===== src/rtl/hamming_tx_if.sv =====
// ---------------------------------------------------------------------------
// hamming_tx_if
//   Nibble input handshake of the Hamming(7,4) transmitter.
//   Signals:
//     in_data   [3:0]  nibble to encode (d0 = in_data[0] .. d3 = in_data[3])
//     in_valid         in_data is valid
//     in_ready         receiver can accept; a transfer happens on a rising
//                      clock edge with in_valid & in_ready both high
//   Modports:
//     master  - nibble source (drives in_data / in_valid)
//     slave   - the transmitter (drives in_ready)
// ---------------------------------------------------------------------------
interface hamming_tx_if;
    logic [3:0] in_data;
    logic       in_valid;
    logic       in_ready;

    modport master (
        output in_data,
        output in_valid,
        input  in_ready
    );

    modport slave (
        input  in_data,
        input  in_valid,
        output in_ready
    );
endinterface


===== src/rtl/hamming_tx.sv =====
// ---------------------------------------------------------------------------
// hamming_tx
//   Hamming(7,4) transmit path. Nibbles arriving on the in_if handshake are
//   encoded to cw = {d3,d2,d1,p4,d0,p2,p1} and written into a small FIFO.
//   A framer pops one codeword at a time and sends it on a one-wire line:
//   start bit (0), seven code bits LSB-first, stop bit (1), each bit held
//   CLKS_PER_BIT cycles. One code bit of a frame can be flipped at load time
//   to exercise the downstream corrector.
//   Ports:
//     clk         in   rising-edge clock
//     rst         in   asynchronous reset, active-high
//     in_if       slave nibble handshake (in_data, in_valid, in_ready)
//     inj_en      in   flip one code bit of the frame being loaded
//     inj_pos     in   bit to flip (0..6); 7 = no flip
//     ser_out     out  serial line, idles high
//     cw_out      out  codeword of the current frame (after injection)
//     cw_valid    out  one-cycle pulse when cw_out is loaded
//     busy        out  frame in progress
//     fifo_count  out  FIFO occupancy
// ---------------------------------------------------------------------------
module hamming_tx #(
    parameter int FIFO_DEPTH   = 4,
    parameter int CLKS_PER_BIT = 4
) (
    input  logic                        clk,
    input  logic                        rst,
    hamming_tx_if.slave                 in_if,
    input  logic                        inj_en,
    input  logic [2:0]                  inj_pos,
    output logic                        ser_out,
    output logic [6:0]                  cw_out,
    output logic                        cw_valid,
    output logic                        busy,
    output logic [$clog2(FIFO_DEPTH):0] fifo_count
);

    localparam int AW   = (FIFO_DEPTH > 1) ? $clog2(FIFO_DEPTH) : 1;
    localparam int CNTW = $clog2(FIFO_DEPTH) + 1;
    localparam int PW   = (CLKS_PER_BIT > 1) ? $clog2(CLKS_PER_BIT) : 1;

    localparam logic [PW-1:0]   PER_LAST = PW'(CLKS_PER_BIT - 1);
    localparam logic [CNTW-1:0] FULL     = CNTW'(FIFO_DEPTH);

    typedef enum logic [1:0] {IDLE, START, DATA, STOP} state_t;

    function automatic logic [6:0] encode(input logic [3:0] d);
        logic p1, p2, p4;
        p1 = d[0] ^ d[1] ^ d[3];
        p2 = d[0] ^ d[2] ^ d[3];
        p4 = d[1] ^ d[2] ^ d[3];
        return {d[3], d[2], d[1], p4, d[0], p2, p1};
    endfunction

    // Codeword FIFO
    logic [6:0]      mem_q [FIFO_DEPTH];
    logic [AW-1:0]   wr_ptr_q, rd_ptr_q;
    logic [CNTW-1:0] count_q, count_d;

    // Framer
    state_t          state_q;
    logic [2:0]      bit_q;
    logic [PW-1:0]   per_q;
    logic            ser_q;
    logic [6:0]      cw_q;
    logic            cw_valid_q;

    logic            push, pop, per_last;
    logic [6:0]      head, inj_mask;

    assign in_if.in_ready = (count_q != FULL);
    assign push           = in_if.in_valid && in_if.in_ready;
    assign per_last       = (per_q == PER_LAST);

    // A frame loads from IDLE, or on the last STOP cycle so consecutive
    // frames run without an idle gap.
    assign pop      = (count_q != '0) &&
                      ((state_q == IDLE) || ((state_q == STOP) && per_last));
    assign head     = mem_q[rd_ptr_q];
    assign inj_mask = (inj_en && (inj_pos != 3'd7)) ? (7'd1 << inj_pos) : 7'd0;

    always_comb begin
        count_d = count_q;
        if (push && !pop) begin
            count_d = count_q + CNTW'(1);
        end else if (pop && !push) begin
            count_d = count_q - CNTW'(1);
        end
    end

    // Storage needs no reset; occupancy and pointers define what is valid.
    always_ff @(posedge clk) begin
        if (push) begin
            mem_q[wr_ptr_q] <= encode(in_if.in_data);
        end
    end

    always_ff @(posedge clk or posedge rst) begin
        if (rst) begin
            wr_ptr_q <= '0;
            rd_ptr_q <= '0;
            count_q  <= '0;
        end else begin
            if (push) begin
                wr_ptr_q <= wr_ptr_q + AW'(1);
            end
            if (pop) begin
                rd_ptr_q <= rd_ptr_q + AW'(1);
            end
            count_q <= count_d;
        end
    end

    always_ff @(posedge clk or posedge rst) begin
        if (rst) begin
            state_q    <= IDLE;
            bit_q      <= '0;
            per_q      <= '0;
            ser_q      <= 1'b1;
            cw_q       <= '0;
            cw_valid_q <= 1'b0;
        end else begin
            cw_valid_q <= 1'b0;
            if (pop) begin
                state_q    <= START;
                bit_q      <= '0;
                per_q      <= '0;
                ser_q      <= 1'b0;
                cw_q       <= head ^ inj_mask;
                cw_valid_q <= 1'b1;
            end else begin
                case (state_q)
                    IDLE: begin
                        ser_q <= 1'b1;
                    end
                    START: begin
                        if (per_last) begin
                            per_q   <= '0;
                            bit_q   <= '0;
                            ser_q   <= cw_q[0];
                            state_q <= DATA;
                        end else begin
                            per_q <= per_q + PW'(1);
                        end
                    end
                    DATA: begin
                        if (per_last) begin
                            per_q <= '0;
                            if (bit_q == 3'd6) begin
                                ser_q   <= 1'b1;
                                state_q <= STOP;
                            end else begin
                                bit_q <= bit_q + 3'd1;
                                ser_q <= cw_q[bit_q + 3'd1];
                            end
                        end else begin
                            per_q <= per_q + PW'(1);
                        end
                    end
                    STOP: begin
                        if (per_last) begin
                            per_q   <= '0;
                            state_q <= IDLE;
                        end else begin
                            per_q <= per_q + PW'(1);
                        end
                    end
                    default: begin
                        state_q <= IDLE;
                        ser_q   <= 1'b1;
                    end
                endcase
            end
        end
    end

    assign ser_out    = ser_q;
    assign cw_out     = cw_q;
    assign cw_valid   = cw_valid_q;
    assign busy       = (state_q != IDLE);
    assign fifo_count = count_q;

endmodule

===== src/flat_wrapper.sv =====
// flat-port wrapper written by rule: the top's interface ports become plain ports
module hamming_tx_flat 
#(
    parameter int FIFO_DEPTH   = 4,
    parameter int CLKS_PER_BIT = 4
)
  (clk, rst, inj_en, inj_pos, ser_out, cw_out, cw_valid, busy, fifo_count, in_if_in_data, in_if_in_valid, in_if_in_ready);
  hamming_tx_if in_if_i ();
  input  logic clk;
  input  logic rst;
  input  logic inj_en;
  input  logic [2:0] inj_pos;
  output logic ser_out;
  output logic [6:0] cw_out;
  output logic cw_valid;
  output logic busy;
  output logic [$clog2(FIFO_DEPTH):0] fifo_count;
  input wire logic [$bits(in_if_i.in_data)-1:0] in_if_in_data;
  input wire logic [$bits(in_if_i.in_valid)-1:0] in_if_in_valid;
  output wire logic [$bits(in_if_i.in_ready)-1:0] in_if_in_ready;
  assign in_if_i.in_data = in_if_in_data;
  assign in_if_i.in_valid = in_if_in_valid;
  assign in_if_in_ready = in_if_i.in_ready;
  hamming_tx #(.FIFO_DEPTH(FIFO_DEPTH), .CLKS_PER_BIT(CLKS_PER_BIT)) u_core (.clk(clk), .rst(rst), .in_if(in_if_i), .inj_en(inj_en), .inj_pos(inj_pos), .ser_out(ser_out), .cw_out(cw_out), .cw_valid(cw_valid), .busy(busy), .fifo_count(fifo_count));
endmodule

===== config.mk =====
export PLATFORM = sky130hd
export DESIGN_NAME = hamming_tx_flat
export DESIGN_NICKNAME = d
export VERILOG_FILES = /design/src/rtl/hamming_tx_if.sv /design/src/rtl/hamming_tx.sv /design/src/flat_wrapper.sv
export SDC_FILE = /design/constraint.sdc
export NUM_CORES = 1
export LEC_CHECK = 0
export ABC_CLOCK_PERIOD_IN_PS = 2500
export CAP_MARGIN = 10
export CORE_AREA = 2 2 87 80
export CTS_BUF_LIST = sky130_fd_sc_hd__clkbuf_16
export DETAILED_ROUTE_END_ITERATION = 6
export DIE_AREA = 0 0 89 82
export PLACE_DENSITY_LB_ADDON = 0.3
export SYNTH_ARGS = -nofsm -noshare
export SYNTH_HDL_FRONTEND = slang
export SYNTH_SLANG_ARGS = --single-unit

===== constraint.sdc =====
create_clock -name clk -period 2.5 [get_ports clk]
set_clock_uncertainty 0.1 [all_clocks]
set_input_delay 0.625 -clock clk [delete_from_list [all_inputs] [get_ports clk]]
set_output_delay 0.625 -clock clk [all_outputs]
set_load 0.01 [all_outputs]

# Yosys cells after proc, flatten, opt, wreduce, memory -nomap -nowiden
# Memory sizes are Yosys's and may differ from the RTL's.
# Index checks and enable logic that the tools add are counted.
# totals
reg_bits	23
wordCells	85
mem_bits_rw	28
input_bits	11
n_memories	1
# classes
addsub	6
shift	1
n_lt_le_gt_ge	1
muxes	27
bitwise_logic	7
reduce_logical	21
eq_ne	12
# mem_list
memory	words	word_bits	rd	rd_clocked_by_memory_dff	wr	line_no	source
u_core.mem_q	4	7	1	0	1	hamming_tx.sv:55	logic [6:0] mem_q [FIFO_DEPTH];
# ops
op	count
3-bit 2-to-1 mux	6
2-bit 2-to-1 mux	8
3-bit by 1-bit != test with 1-bit output (second input constant)	4
1-bit 2-to-1 mux	8
4-bit nonzero test	2
7-bit 2-to-1 mux	1
1-bit by 3-bit << shifter with 7-bit output (first input constant)	1
7-bit XOR	1
2-bit by 1-bit adder with 2-bit output (second input constant)	3
3-bit by 1-bit adder with 3-bit output (second input constant)	2
2-bit equality test (second input constant)	3
1-bit logical AND	6
3-bit != test (second input constant)	2
2-bit case mux with 3 select lines	1
3-bit case mux with 2 select lines	1
2-bit nonzero test	3
3-bit nonzero test	2
1-bit XOR	6
5-bit AND reduction	1
3-bit by 4-bit less-than comparator with 1-bit output (second input constant)	1
4-bit AND reduction	1
1-bit binary-select mux with 3-bit select	1
3-bit equality test (second input constant)	1
3-bit by 2-bit != test with 1-bit output (second input constant)	1
8 further kinds	9

# Depth between registers and ports, before layout
# Gate-level depths: netlist (run 1).
# logic_depth
word_depth	7
ltp_mapped	11

# Least setup slack after synthesis (run 1)
# No wires, ideal clock.
# synth_timing
path_kind	register -> register
start	reg u_core.state_q[0]
end	reg u_core.count_q[1], in the netlist u_core.fifo_count[1]
path_stages_with_launch	10
arrival_time_ns	1.984
path_buffers	0
setup_time_ns	0.125
synth_period_minus_slack_ns	2.209
slack_ns	0.291
path_cell_list	dfrtp_1 -> inv_1 -> ha_1 -> a21oi_1 -> nor2_1 -> inv_2 -> ha_1 -> inv_1 -> fa_1 -> mux2_2
# synth_via
elab_chain_len	7
word_cells_on_any_way	10
cone_classes	1 x eq/ne; 1 x mux; 8 x reduce/logical
# synth_rtl
element	line_no	source
from (decl)	hamming_tx.sv:60	state_t state_q;
from (signal assigned)	hamming_tx.sv:115	state_q <= IDLE;
from (signal assigned)	hamming_tx.sv:124	state_q <= START;
from (signal assigned)	hamming_tx.sv:140	state_q <= DATA;
2-bit equality test	hamming_tx.sv:77	((state_q == IDLE) || ((state_q == STOP) && per_last));
1-bit logical AND	hamming_tx.sv:77	
1-bit logical OR *	hamming_tx.sv:77	
1-bit logical AND *	hamming_tx.sv:76	assign pop = (count_q != '0) &&
1-bit logical NOT *	hamming_tx.sv:83	if (push && !pop) begin
1-bit logical AND *	hamming_tx.sv:83	
3-bit 2-to-1 mux *	hamming_tx.sv:83	
net u_core.count_d[1]	hamming_tx.sv:57	logic [CNTW-1:0] count_q, count_d;
to (signal assigned)	hamming_tx.sv:109	count_q <= count_d;
to (decl)	hamming_tx.sv:57	
# The timed path passes the listed nets; every way through them passes the cells marked *.
# A chain may end at the register's enable or synchronous reset.

# Final worst setup path (run 1)
# layout_timing
start	reg u_core.state_q[0]
end	out busy
# layout_via
elab_chain_len	1
# layout_rtl
element	line_no	source
2-bit nonzero test	hamming_tx.sv:179	assign busy = (state_q != IDLE);
to (decl)	flat_wrapper.sv:16	output logic busy;
# Every way passes these cells.

==> impl_metrics.csv, run 1 <==
group,metric,value,unit
floorplanning,die_height,82,µm
clock_network,clock_latency,0.29,ns
floorplanning,initial_utilization,38.61,%
finish,area_growth,21.47,%
clock_network,tritoncts,"done",
power_and_ir_drop,powerDensity,1210,mW/mm²
critical_path,startpoint_type,"register",
floorplanning,core-area,0.006446,mm²
critical_path,cp.arrival,1.67,ns
clock_network,cts_sinks,51,
synthesis,yosysWarnings,0,
finish,nets,247,
routing,drt_first_pass_iters,4,
critical_path,worstPathRequired,1.77,ns
timing,min_period,2.393,ns
floorplanning,ioPinCount,25,
hold_path,worstHoldStart,"u_core.per_q[0]",
routing,routedWlPerCell,13.40,µm
timing,tightest_slew,0.5270,ns
finish,multi_input_area,0.001005,mm²
synthesis,synth_area_leaders,"edfxtp_1 34%, dfrtp_1 22%, ha_1 7.0%, mux4_2 6.3%, xnor2_1 4.6%",
clock_network,root_buffer,"clkbuf_16",
critical_path,reg2reg_to,"u_core.fifo_count[2]",
run,maxCapViolations,0,
routing,detail-route-antenna-nets,0,
routing,wl,4182,µm
global_route,grt_pass1_wl,6927,µm
synthesis,netlist_instances,187,
synthesis,syn_avg_cell_area,13.31,µm²
critical_path,critPathKind,"register to output port",
synthesis,synth.cell_area,0.002489,mm²
finish,seqCellArea,0.001419,mm²
timing,fmax,417.9,MHz
finish,nFillCells,612,
hold_path,min_path_cells,1,
finish,final_common_cell,"edfxtp_1",
finish,drive_gt1_share,13.51,%
routing,route.detailed.drc,0,
placement,gp_congestion,0.7961,
placement,place_ws,0.02003,ns
synthesis,synth-seq-area-share,56.96,%
critical_path,reg2reg_slack,0.23,ns
synthesis,synth_top_family_by_area,"simple AND/OR/NAND/NOR gates",
placement,dp.cells,302,
floorplanning,fp.dieArea,0.007298,mm²
clock_network,cts_buffers,5,
synthesis,async_flop_share,45.10,%
synthesis,yosysTopAreaCell,"edfxtp_1",
routing,post_drt_via_cell_ratio,4.939,
global_route,grt.overflow.total,0,
critical_path,cp_max_fo,6,
hold_path,holdPathEnd,"u_core.per_q[0]",
finish,final_cells,312,
critical_path,worstSetupEndpointType,"output port",
run_status,status,"completed",
placement,hpwlAfterDp,3009,µm
synthesis,syn_nets,213,
finish,mostFrequentLayoutCells,"28 x edfxtp_1, 24 x clkdlybuf4s50_1, 21 x dfrtp_1, 14 x nor2_1, 14 x ha_1",
global_route,antenna_found_initial,0,
timing,rsz0062_at_grt,"false",
critical_path,worstReg2RegStart,"u_core.state_q[0]",
synthesis,synth_edf_count,28,
timing,slew_viol_final,0,
power_and_ir_drop,p_leak,0.001140,µW
hold_path,min_path_type,"register to register",
finish,post-route-util,46.89,%
floorplanning,floorplan.rows,28,
global_route,grt_use_total,12.41,%
placement,portBuffers,24,
synthesis,yosys.area_share.simple,10.06,%
clock_network,clockBufferDepth,2,
critical_path,worst_r2r_path_depth,11,
global_route,grt_max_degree,24,
global_route,first_global_vias,1447,
routing,drtIter0Drc,38,
timing,slew_headroom,64.86,%
synthesis,ys.flop_type,"edfxtp_1",
timing,setup_viol,0,
floorplanning,die_w,89,µm
synthesis,synthMuxAreaShare,8.044,%
timing,finalHoldViolations,0,
synthesis,synth_cell_types,43,
synthesis,synthAdderAreaFrac,7.843,%
timing,finalCritPeriodShare,95.72,%
clock_network,h-tree-depth,2,
timing,setup_tns,0,ns
power_and_ir_drop,peakVddDrop,0.0004686,V
synthesis,synth_top_area_share,33.79,%
routing,routed-via-count,1541,
clock_network,path_clk_slew,0.07,ns
synthesis,synth-xor-area-share,6.988,%
timing,fin_ws,0.1070,ns
finish,antenna_cells,0,
synthesis,yosys_register_bits,51,
synthesis,synth_compound_area_share,7.441,%
## where the power goes
part | total (µW) | internal (µW) | switching (µW)
clock | 695 | 380 | 315
sequential | 1400 | 1180 | 217
combinational | 1560 | 798 | 764
total | 3660 | 2360 | 1300
## Yosys cell counts, types with 2 or more instances
master	number
nor2_1	14
a31oi_1	2
xnor2_1	13
and3_1	5
edfxtp_1	28
o211ai_1	2
mux4_2	7
nand2_1	10
nor4bb_1	2
mux2_2	2
inv_1	10
nand3_1	5
a21oi_1	12
a311oi_1	2
xor2_1	5
nor3_1	2
nand4b_1	3
o21ai_0	3
dfrtp_1	22
mux2i_1	2
ha_1	14
## metrics by stage
stage	total power (µW)	hold WS, ns	cell area, µm²
CTS	3683	0.3990	3007
global route	3938	0.4382	3023
global placement	2944	0.3813	2854
floorplan	2468	0.3620	2489
finish	3658	0.3995	3023
detailed placement	2982	0.3881	2854
## area by class of cell
class	instances	share of cell area [%]
multi-input cells	121	33.24
clock inverters	3	0.9106
well taps	90	3.725
flip-flops and latches	51	46.94
clock buffers	5	4.139
inverters	11	1.366
repair buffers	31	9.685
## critical path, stage by stage (launching register included)
cell             delay (ns)
dfrtp_1                0.39
inv_1                  0.10
ha_1                   0.27
inv_1                  0.09
clkdlybuf4s50_1        0.53
## per-layer routing
layer,share of wire (%),vias up,GRT usage [%]
met3,2.9,4,2.714
met5,0,-,0
met2,48,22,19.78
li1,-,750,-
met4,0.79,0,3.582
met1,48,765,17.17
## state kept, by name (all words and copies together) (netlist names)
name,flops
u_core.rd_ptr_q,2
u_core.bit_q,3
u_core.cw_valid,1
u_core.fifo_count,3
u_core.per_q,2
u_core.ser_out,1
u_core.wr_ptr_q,2
u_core.state_q,2
u_core.mem_q,28
u_core.cw_out,7
## cells by family after synthesis
group	after synthesis
simple gates	48
xor+xnor	19
flops	51
buf+inv	15
compound gates	28
fa+ha+maj	15
mux	11
## how the worst max path moves through the flow
stage / from / end / slack (ns) / cells after the start
final: u_core.state_q[0] / busy / 0.11 / 4
after global routing: u_core.state_q[0] / busy / 0.02 / 4
after CTS: u_core.state_q[1] / busy / 0.07 / 4
after detailed placement: in_if_in_valid / u_core.fifo_count[2] / 0.02 / 8
after global placement: in_if_in_valid / u_core.fifo_count[2] / 0.07 / 8
after floorplan: u_core.state_q[0] / u_core.fifo_count[1] / 0.29 / 9
## timing repair
item | CTS | global route
setup endpoints to repair | 0 | 2
gates resized for setup | 0 | 1
hold buffers | 0 | 0
buffers inserted | 0 | 2
No activity file was read; power rests on OpenSTA's default activity.
==> run 2, diff against run 1 <==
Settings changed: CTS_CLUSTER_DIAMETER from default to 50, GPL_TIMING_DRIVEN from default to 0.
==> run 2 against run 1 <==
  * Final area fell by 0.33%
  * Sequential share of layout area grew 0.16 points
  * Combinational power is 5% higher
  * Global-route usage increased by 0.76 points
  * First-iteration DRC count rose by 47%
  * Cell count decreased by 0.32%
  * Routed wire length increased by 4.0%
==> impl_metrics.csv, run 2 (synthesized netlist as in run 1, its figures left out) <==
group,metric,value,unit
critical_path,critPathKind,"register to output port",
timing,tightest_slew,0.8842,ns
finish,top_register,"u_core.mem_q",
global_route,grt_use_total,13.17,%
clock_network,cts_sinks,51,
run,maxCapViolations,0,
placement,portBuffers,24,
routing,routed-via-count,1537,
timing,slew_headroom,40.99,%
floorplanning,fp.dieArea,0.007298,mm²
routing,drt_first_pass_iters,4,
finish,mostFrequentLayoutCells,"28 x edfxtp_1, 24 x clkdlybuf4s50_1, 21 x dfrtp_1, 14 x ha_1",
routing,drtIter0Drc,56,
floorplanning,die_w,89,µm
routing,routedWlPerCell,13.99,µm
placement,hpwlAfterDp,3029,µm
finish,seqCellArea,0.001419,mm²
routing,post_drt_via_cell_ratio,4.942,
clock_network,clockBufferDepth,2,
timing,fmax,417.2,MHz
clock_network,root_buffer,"clkbuf_16",
finish,final_common_cell,"edfxtp_1",
critical_path,cp.arrival,1.67,ns
routing,wl,4351,µm
power_and_ir_drop,peakVddDrop,0.0004773,V
floorplanning,die_height,82,µm
timing,finalHoldViolations,0,
clock_network,cts_buffers,5,
global_route,grt_max_degree,24,
clock_network,tritoncts,"done",
clock_network,path_clk_slew,0.07,ns
clock_network,h-tree-depth,2,
timing,slew_viol_final,0,
timing,holdWs,0.4001,ns
hold_path,min_path_type,"register to register",
finish,largest_reg_flops,28,
finish,nFillCells,609,
finish,area_growth,21.07,%
timing,rsz0062_at_grt,"false",
timing,setup_viol,0,
floorplanning,initial_utilization,38.61,%
power_and_ir_drop,p_leak,0.001131,µW
global_route,grt_pass1_wl,7065,µm
global_route,first_global_vias,1448,
global_route,antenna_found_initial,0,
placement,gp_congestion,0.7684,
critical_path,worstSetupEndpointType,"output port",
run_status,status,"completed",
floorplanning,ioPinCount,25,
finish,post-route-util,46.74,%
finish,nets,246,
critical_path,cp_max_fo,6,
clock_network,clock_latency,0.29,ns
routing,detail-route-antenna-nets,0,
critical_path,worstPathRequired,1.77,ns
finish,antenna_cells,0,
global_route,grt.overflow.total,0,
finish,multi_input_area,0.001007,mm²
routing,route.detailed.drc,0,
finish,drive_gt1_share,13.12,%
floorplanning,floorplan.rows,28,
timing,finalCritPeriodShare,95.88,%
critical_path,startpoint_type,"register",
power_and_ir_drop,powerDensity,1229,mW/mm²
timing,min_period,2.397,ns
floorplanning,core-area,0.006446,mm²
-- run 2: layer usage --
layer | share of wire, % | GRT usage (%)
met4 | 1.6 | 6.269
met5 | 0 | 0
met1 | 48 | 17.11
met2 | 48 | 20.67
met3 | 2.9 | 3.317
-- run 2: per-stage QoR --
stage          total power [µW]  instance area, µm²  TNS (ns)  std cells  worst slack, ns
2_1_floorplan              2468                2489         0        187           0.2910
3_3_place_gp               2959                2841  -0.09404        301         -0.08220
3_5_place_dp               2989                2841   -0.1326        301          -0.1003
4_1_cts                    3705                2994         0        309          0.01019
5_1_grt                    3974                3013         0        311          0.01314
6_report                   3704                3013         0        311           0.1029
-- run 2: final timing paths --
check,start,to,slack [ns],cells past startpoint
max in group asynchronous,rst,u_core.state_q[1],0.98,2
worst max-delay path,u_core.state_q[0],busy,0.10,4
min in group asynchronous,rst,u_core.fifo_count[0],0.72,2
worst min register to register,u_core.per_q[0],u_core.per_q[0],0.40,1
worst min-delay path,u_core.per_q[0],u_core.per_q[0],0.40,1
worst max register to register,u_core.state_q[0],u_core.fifo_count[2],0.19,11
-- run 2: final cells by class --
cell class              instances  share of cell area [%]
flip-flops and latches         51                   47.09
well taps                      90                   3.738
plain buffers                   4                  0.8306
repair buffers                 26                   8.472
multi-input cells             121                   33.43
clock inverters                 3                  0.9136
inverters                      11                   1.370
clock buffers                   5                   4.153
-- run 2: critical path: stages (launching register included) --
cell	delay (ns)
dfrtp_1	0.38
inv_1	0.10
ha_1	0.28
inv_1	0.10
clkdlybuf4s50_1	0.53
-- run 2: report_power, final --
group / switching [µW] / internal, µW
Combinational: 836 / 806
Sequential: 168 / 1180
Clock: 328 / 382
-- run 2: what timing repair did --
action / 4_1_cts / 5_1_grt
hold buffers: 0 / 0
resized for setup: 0 / 2
buffers inserted: 0 / 2
setup endpoints to repair: 0 / 3
==> patch 1, RTL diff (settings of run 2) <==
`CLKS_PER_BIT` is set to 4 in 2 places; all go to 8.
--- a/src/rtl/hamming_tx.sv
+++ b/src/rtl/hamming_tx.sv
@@ -22,3 +22,3 @@
     parameter int FIFO_DEPTH   = 4,
-    parameter int CLKS_PER_BIT = 4
+    parameter int CLKS_PER_BIT = 8
 ) (
--- a/src/flat_wrapper.sv
+++ b/src/flat_wrapper.sv
@@ -4,3 +4,3 @@
     parameter int FIFO_DEPTH   = 4,
-    parameter int CLKS_PER_BIT = 4
+    parameter int CLKS_PER_BIT = 8
 )
Behaviour: not the same (a bounded check fails within 10 cycles, from zero or initial values and one cycle with rst high).
==> patch 1 against run 2 <==
  * Sequential share of layout area rose by 0.26 points
  * Die area unchanged
  * Sequential cell count increased by 1
  * Hold slack better by 10 ps
  * Area after synthesis grew 1.3%
  * Final cell count is 2.3% lower
  * Worst setup slack lost 29 ps
  * Cell area is 1.1% higher
  * Non-clock buffer count down 3
  * Wire length up 4.3%
  * Largest cell class unchanged
Power is not compared: it rests on default switching activity, and its combinational part moved more than twofold at a synthesized area within 25%.
==> patch 1: results (changes against run 2) <==
GRT
  – Initial antenna violation count: 0 (unchanged)
  – GRT Util Overall: 0.134 (+0.00255)
  – First-pass GRT wire length: 7290 µm (+3.1%)
  – Vias in the first global route: 1484 (+2.5%)
  – Largest net degree at the start of global routing: 25 (+4.2%)

Power
  – Pleak: 0.00116 µW
  – Max IR drop VDD: 506 µV

CTS
  – Clock latency at the later pin of the worst-skew pair: 290 ps (about the same)
  – CTS buffer count: 5 (unchanged)
  – CTS Buffer Depth: 2 (unchanged)
  – H-Tree Depth: 2 (unchanged)
  – Worst-path clk slew: 70 ps (about the same)
  – Clock root buffer: clkbuf_16

Final layout
  – Largest register FFs: 28 (unchanged)
  – Largest reg by FF count: u_core.mem_q
  – Ant diodes: 0 (unchanged)
  – Share of cells above drive strength 1: 0.145 (+0.0136)
  – FILL cells: 607 (-0.33%)
  – Final nets: 239 (-2.8%)

Synth
  – Cell variety after synth: 44 (+2.3%)
  – Syn Nets: 208 (-2.3%)
  – Register area share after synthesis: 0.572 (+0.00258)
  – Top cells by count, synth: edfxtp_1, dfrtp_1, nand2_1, ha_1, xnor2_1
  – Synth Warn #: 0 (unchanged)
  – Async set or reset register ratio after synthesis: 0.462 (+0.0106)
  – Top cells by area, synth: edfxtp_1, dfrtp_1, ha_1, mux4_2, xnor2_1
  – Synth top area share: 0.333 (-0.00436)

Route
  – TritonRoute pass-1 iters: 5 (+1)
  – Final ANT Viol Nets: 0 (unchanged)
  – Iter 0 DRT Violations: 89 (+59%)
  – Via/cell ratio: 4.92 (-0.43%)
  – DR WL/cell: 14.9 µm (+6.7%)

Run status
  – Run status: finished, final reports clean

Placement
  – Routability cong.: 0.814 (+5.9%)
  – Port buffer count: 24 (unchanged)
  – Pre-CTS setup slack: -212 ps (-112 ps)
  – DP Wirelength: 3140 µm (+3.7%)
  – Placed cell area: 2880 µm² (+1.4%)

Timing
  – Max-slew headroom: 0.390 (-0.0199)

Hold path
  – Worst hold path type: reg2reg

Setup path
  – Crit path arrival time: 1700 ps (+30 ps)
  – Crit-path max FO: 5 (-1)
[patch 1: cell count changes after synthesis, moves of 3 or more]
cell and change:
a21oi_1 -10, and2_1 +3, nand2_1 +5, nor2_1 -9, o21ai_1 +3, o21ai_2 +3
[patch 1: cell type report]
| type | count | share of cell area |
|---|---|---|
| clock buffers | 5 | 0.0411 |
| plain buffers | 2 | 0.00534 |
| flip-flops and latches | 52 | 0.474 |
| multi-input cells | 117 | 0.339 |
| clock inverters | 3 | 0.00862 |
| repair buffers | 25 | 0.0813 |
| inverters | 10 | 0.0140 |
| well taps | 90 | 0.0370 |
[patch 1: through the flow]
stage          power, µW   util  instances
5_1_grt             2400  0.473        304
6_report            2280  0.473        304
3_3_place_gp        1580  0.447        296
2_1_floorplan       1420      -        182
3_5_place_dp        1610  0.447        296
4_1_cts             2310  0.471        304
[patch 1: path summary, 6_finish.rpt]
| path | start | end | slack, ps | cells after the start |
|---|---|---|---|---|
| worst max-delay path | u_core.state_q[0]$_DFFE_PP0P_ | busy | 70 | 4 |
| worst min-delay path | u_core.per_q[1]$_DFFE_PP0P_ | u_core.per_q[1]$_DFFE_PP0P_ | 410 | 1 |
| worst max register to register | u_core.per_q[0]$_DFFE_PP0P_ | u_core.fifo_count[2]$_DFFE_PP0P_ | 120 | 11 |
| worst min register to register | u_core.per_q[1]$_DFFE_PP0P_ | u_core.per_q[1]$_DFFE_PP0P_ | 410 | 1 |
| max in group asynchronous | rst | u_core.cw_out[2]$_DFFE_PP0N_ | 1000 | 2 |
| min in group asynchronous | rst | u_core.per_q[1]$_DFFE_PP0P_ | 740 | 2 |
[patch 1: kinds of logic (layout without fill, tap and decap cells)]
group           count (synthesis)  after routing  synth area share
simple gates                   44             44            0.0968
xor+xnor                       19             19            0.0660
flops                          52             52             0.572
fa+ha+maj                      15             15            0.0774
buf+inv                        13             45            0.0243
compound gates                 27             27            0.0789
mux                            12             12            0.0844
[patch 1: critical path, stage by stage, from the launching register on]
cell and delay, ps:
dfrtp_1 420, inv_1 100, ha_1 270, inv_1 90
clkdlybuf4s50_1 540
[patch 1: per-layer routing]
layer	up-vias	share of wire	track usage
met3	4	0.030	0.0332
li1	737	-	-
met2	24	0.50	0.223
met5	-	0	0
met4	0	0.0071	0.0358
met1	731	0.46	0.176
[patch 1: what timing repair did]
item | CTS | global route
setup endpoints to repair | 2 | 1
resized for setup | 1 | 2
pin swaps | 0 | 2
buffers inserted | 1 | 0
hold buffers | 0 | 0
[patch 1: where the power goes]
| part | total (µW) | switching, µW | internal, µW |
|---|---|---|---|
| Clock | 696 | 316 | 380 |
| Sequential | 1140 | 79.3 | 1060 |
| Combinational | 438 | 222 | 217 |
==> patch 2, RTL diff (settings of run 2) <==
Without the edit above. Put one more register stage on the output `fifo_count`. The value now appears one clock later. The other outputs are not delayed to match.
--- a/src/rtl/hamming_tx.sv
+++ b/src/rtl/hamming_tx.sv
@@ -179,3 +179,5 @@
     assign busy       = (state_q != IDLE);
-    assign fifo_count = count_q;
+    always_ff @(posedge clk) begin
+        fifo_count <= count_q;
+    end
 
Behaviour: not the same (a bounded check fails within 4 cycles, from zero or initial values and one cycle with rst high).
==> patch 2 against run 2 <==
  * Worst setup slack gained 40 ps
  * Cell area grew 3.9%
  * Register-to-register slack gained 30 ps
  * Power grew 6.3%
  * Wire length shrank 2.3%
  * Sequential cell count grew 3
  * Area after synthesis grew 3.2%
  * Largest cell class unchanged
  * Highest routed layer unchanged
==> patch 2: results (changes against run 2) <==
GRT
  – Initial antenna violation count: 0 (unchanged)
  – GRT Util Overall: 0.131 (-0.00109)
  – Vias in the first global route: 1474 (+1.8%)
  – First-pass GRT wire length: 7110 µm (+0.68%)
  – Largest net degree at the start of global routing: 24 (unchanged)

Setup path
  – Setup slack, reg-to-reg: 220 ps (+30 ps)
  – Crit path arrival time: 1630 ps (-40 ps)
  – Worst flop-to-flop path startpoint: u_core.count_q[1]$_DFFE_PP0P_
  – RR Endpoint: u_core.count_q[2]$_DFFE_PP0P_
  – R2R depth: 9 (-2)

Synth
  – Synth Area in XOR/XNOR: 0.0677 (-0.00218)
  – Async set or reset register ratio after synthesis: 0.426 (-0.0251)
  – Register area share after synthesis: 0.575 (+0.00562)
  – Top cells by count, synth: edfxtp_1, dfrtp_1, ha_1, nor2_1, xnor2_1
  – Cell variety after synth: 42 (-2.3%)
  – Post-synthesis adder-cell area fraction: 0.0760 (-0.00245)
  – Top cells by area, synth: edfxtp_1, dfrtp_1, mux4_2, ha_1, xnor2_1
  – Compound-Gate Fraction of Synth Area: 0.0731 (-0.00135)
  – Multiplexer area fraction after synthesis: 0.0833 (+0.00285)

Run status
  – Run status: finished, final reports clean

Placement
  – Placed cell area: 2920 µm² (+2.8%)
  – DP Wirelength: 3000 µm (-1.1%)
  – Routability cong.: 0.775 (+0.90%)

Final layout
  – Ant diodes: 0 (unchanged)
  – FILL cells: 571 (-6.2%)
  – Share of cells above drive strength 1: 0.158 (+0.0271)
  – Largest register FFs: 28 (unchanged)

Power
  – Pleak: 0.00117 µW (+3.4%)
  – Max IR drop VDD: 534 µV (+12%)

Hold path
  – WHS Path Cells: 0 (-1)
  – Worst hold path type: reg2reg

Route
  – DR WL/cell: 13.7 µm (-2.3%)
  – Via/cell ratio: 4.81 (-2.7%)
  – Iter 0 DRT Violations: 38 (-32%)

CTS
  – Clock root buffer: clkbuf_16

Timing
  – Tightest Pin Transition: 888 ps (+4.22 ps)
## patch 2: cell count changes after synthesis, sizes merged, moves of 2 or more
| cell | before | now |
|---|---|---|
| a211oi | 1 | 5 |
| dfxtp | 0 | 3 |
| a311oi | 2 | 0 |
| mux2i | 2 | 0 |
| nand3 | 5 | 3 |
| nand4 | 1 | 3 |
| or2 | 2 | 0 |
## patch 2: worst min-delay path by stage
stage	from	slack (ps)	endpoint
floorplan	u_core.count_q[2]$_DFFE_PP0P_	310	u_core.fifo_count[2]$_DFF_P_
global placement	u_core.count_q[2]$_DFFE_PP0P_	340	u_core.fifo_count[2]$_DFF_P_
detailed placement	u_core.count_q[2]$_DFFE_PP0P_	330	u_core.fifo_count[2]$_DFF_P_
CTS	u_core.count_q[2]$_DFFE_PP0P_	350	u_core.fifo_count[2]$_DFF_P_
global route	u_core.count_q[2]$_DFFE_PP0P_	360	u_core.fifo_count[2]$_DFF_P_
finish	u_core.count_q[2]$_DFFE_PP0P_	350	u_core.fifo_count[2]$_DFF_P_
## patch 2: per-layer routing
layer / vias to the layer above / part of all wire / track usage
li1: 751 / - / -
met1: 712 / 0.49 / 0.173
met2: 28 / 0.46 / 0.207
met3: 4 / 0.033 / 0.0362
met4: 0 / 0.016 / 0.0448
met5: - / 0 / 0
## patch 2: layout make-up
class,instances,area [µm²],area share
clock inverter,3,47.5,0.0152
clock buffer,5,125,0.0400
sequential,54,1480,0.473
timing repair buffer,26,255,0.0816
inverter,10,37.5,0.0120
buffer,5,30.0,0.00960
tap,90,113,0.0360
multi-input combinational,118,1040,0.333
## patch 2: critical path, stage by stage (launching register included)
cell and delay [ps]:
dfrtp_1 410, inv_1 130, ha_4 210, inv_1 70, clkdlybuf4s50_1 530
## patch 2: cell families (layout without fill, tap and decap cells)
logic type	count (synthesis)	in the layout
buf+inv	15	49
fa+ha+maj	15	15
xor+xnor	19	19
flops	54	54
mux	11	11
simple gates	46	46
compound gates	27	27
## patch 2: what timing repair did
item / 4_1_cts / 5_1_grt
setup endpoints to repair: 1 / 3
pin swaps: 0 / 1
setup buffers: 0 / 2
resized for setup: 1 / 4
## patch 2: per-stage QoR
stage	hold slack (ps)	worst slack, ps	cells	utilization
floorplan	305	283	187	-
global placement	337	-95.3	301	0.453
detailed placement	333	-122	301	0.453
CTS	350	44.4	309	0.480
global route	356	4.21	311	0.485
finish	354	143	311	0.485
## patch 2: power breakdown
part	internal [µW]	switching, µW	total (µW)
clock	477	304	781
sequential	1260	169	1430
combinational	874	854	1730
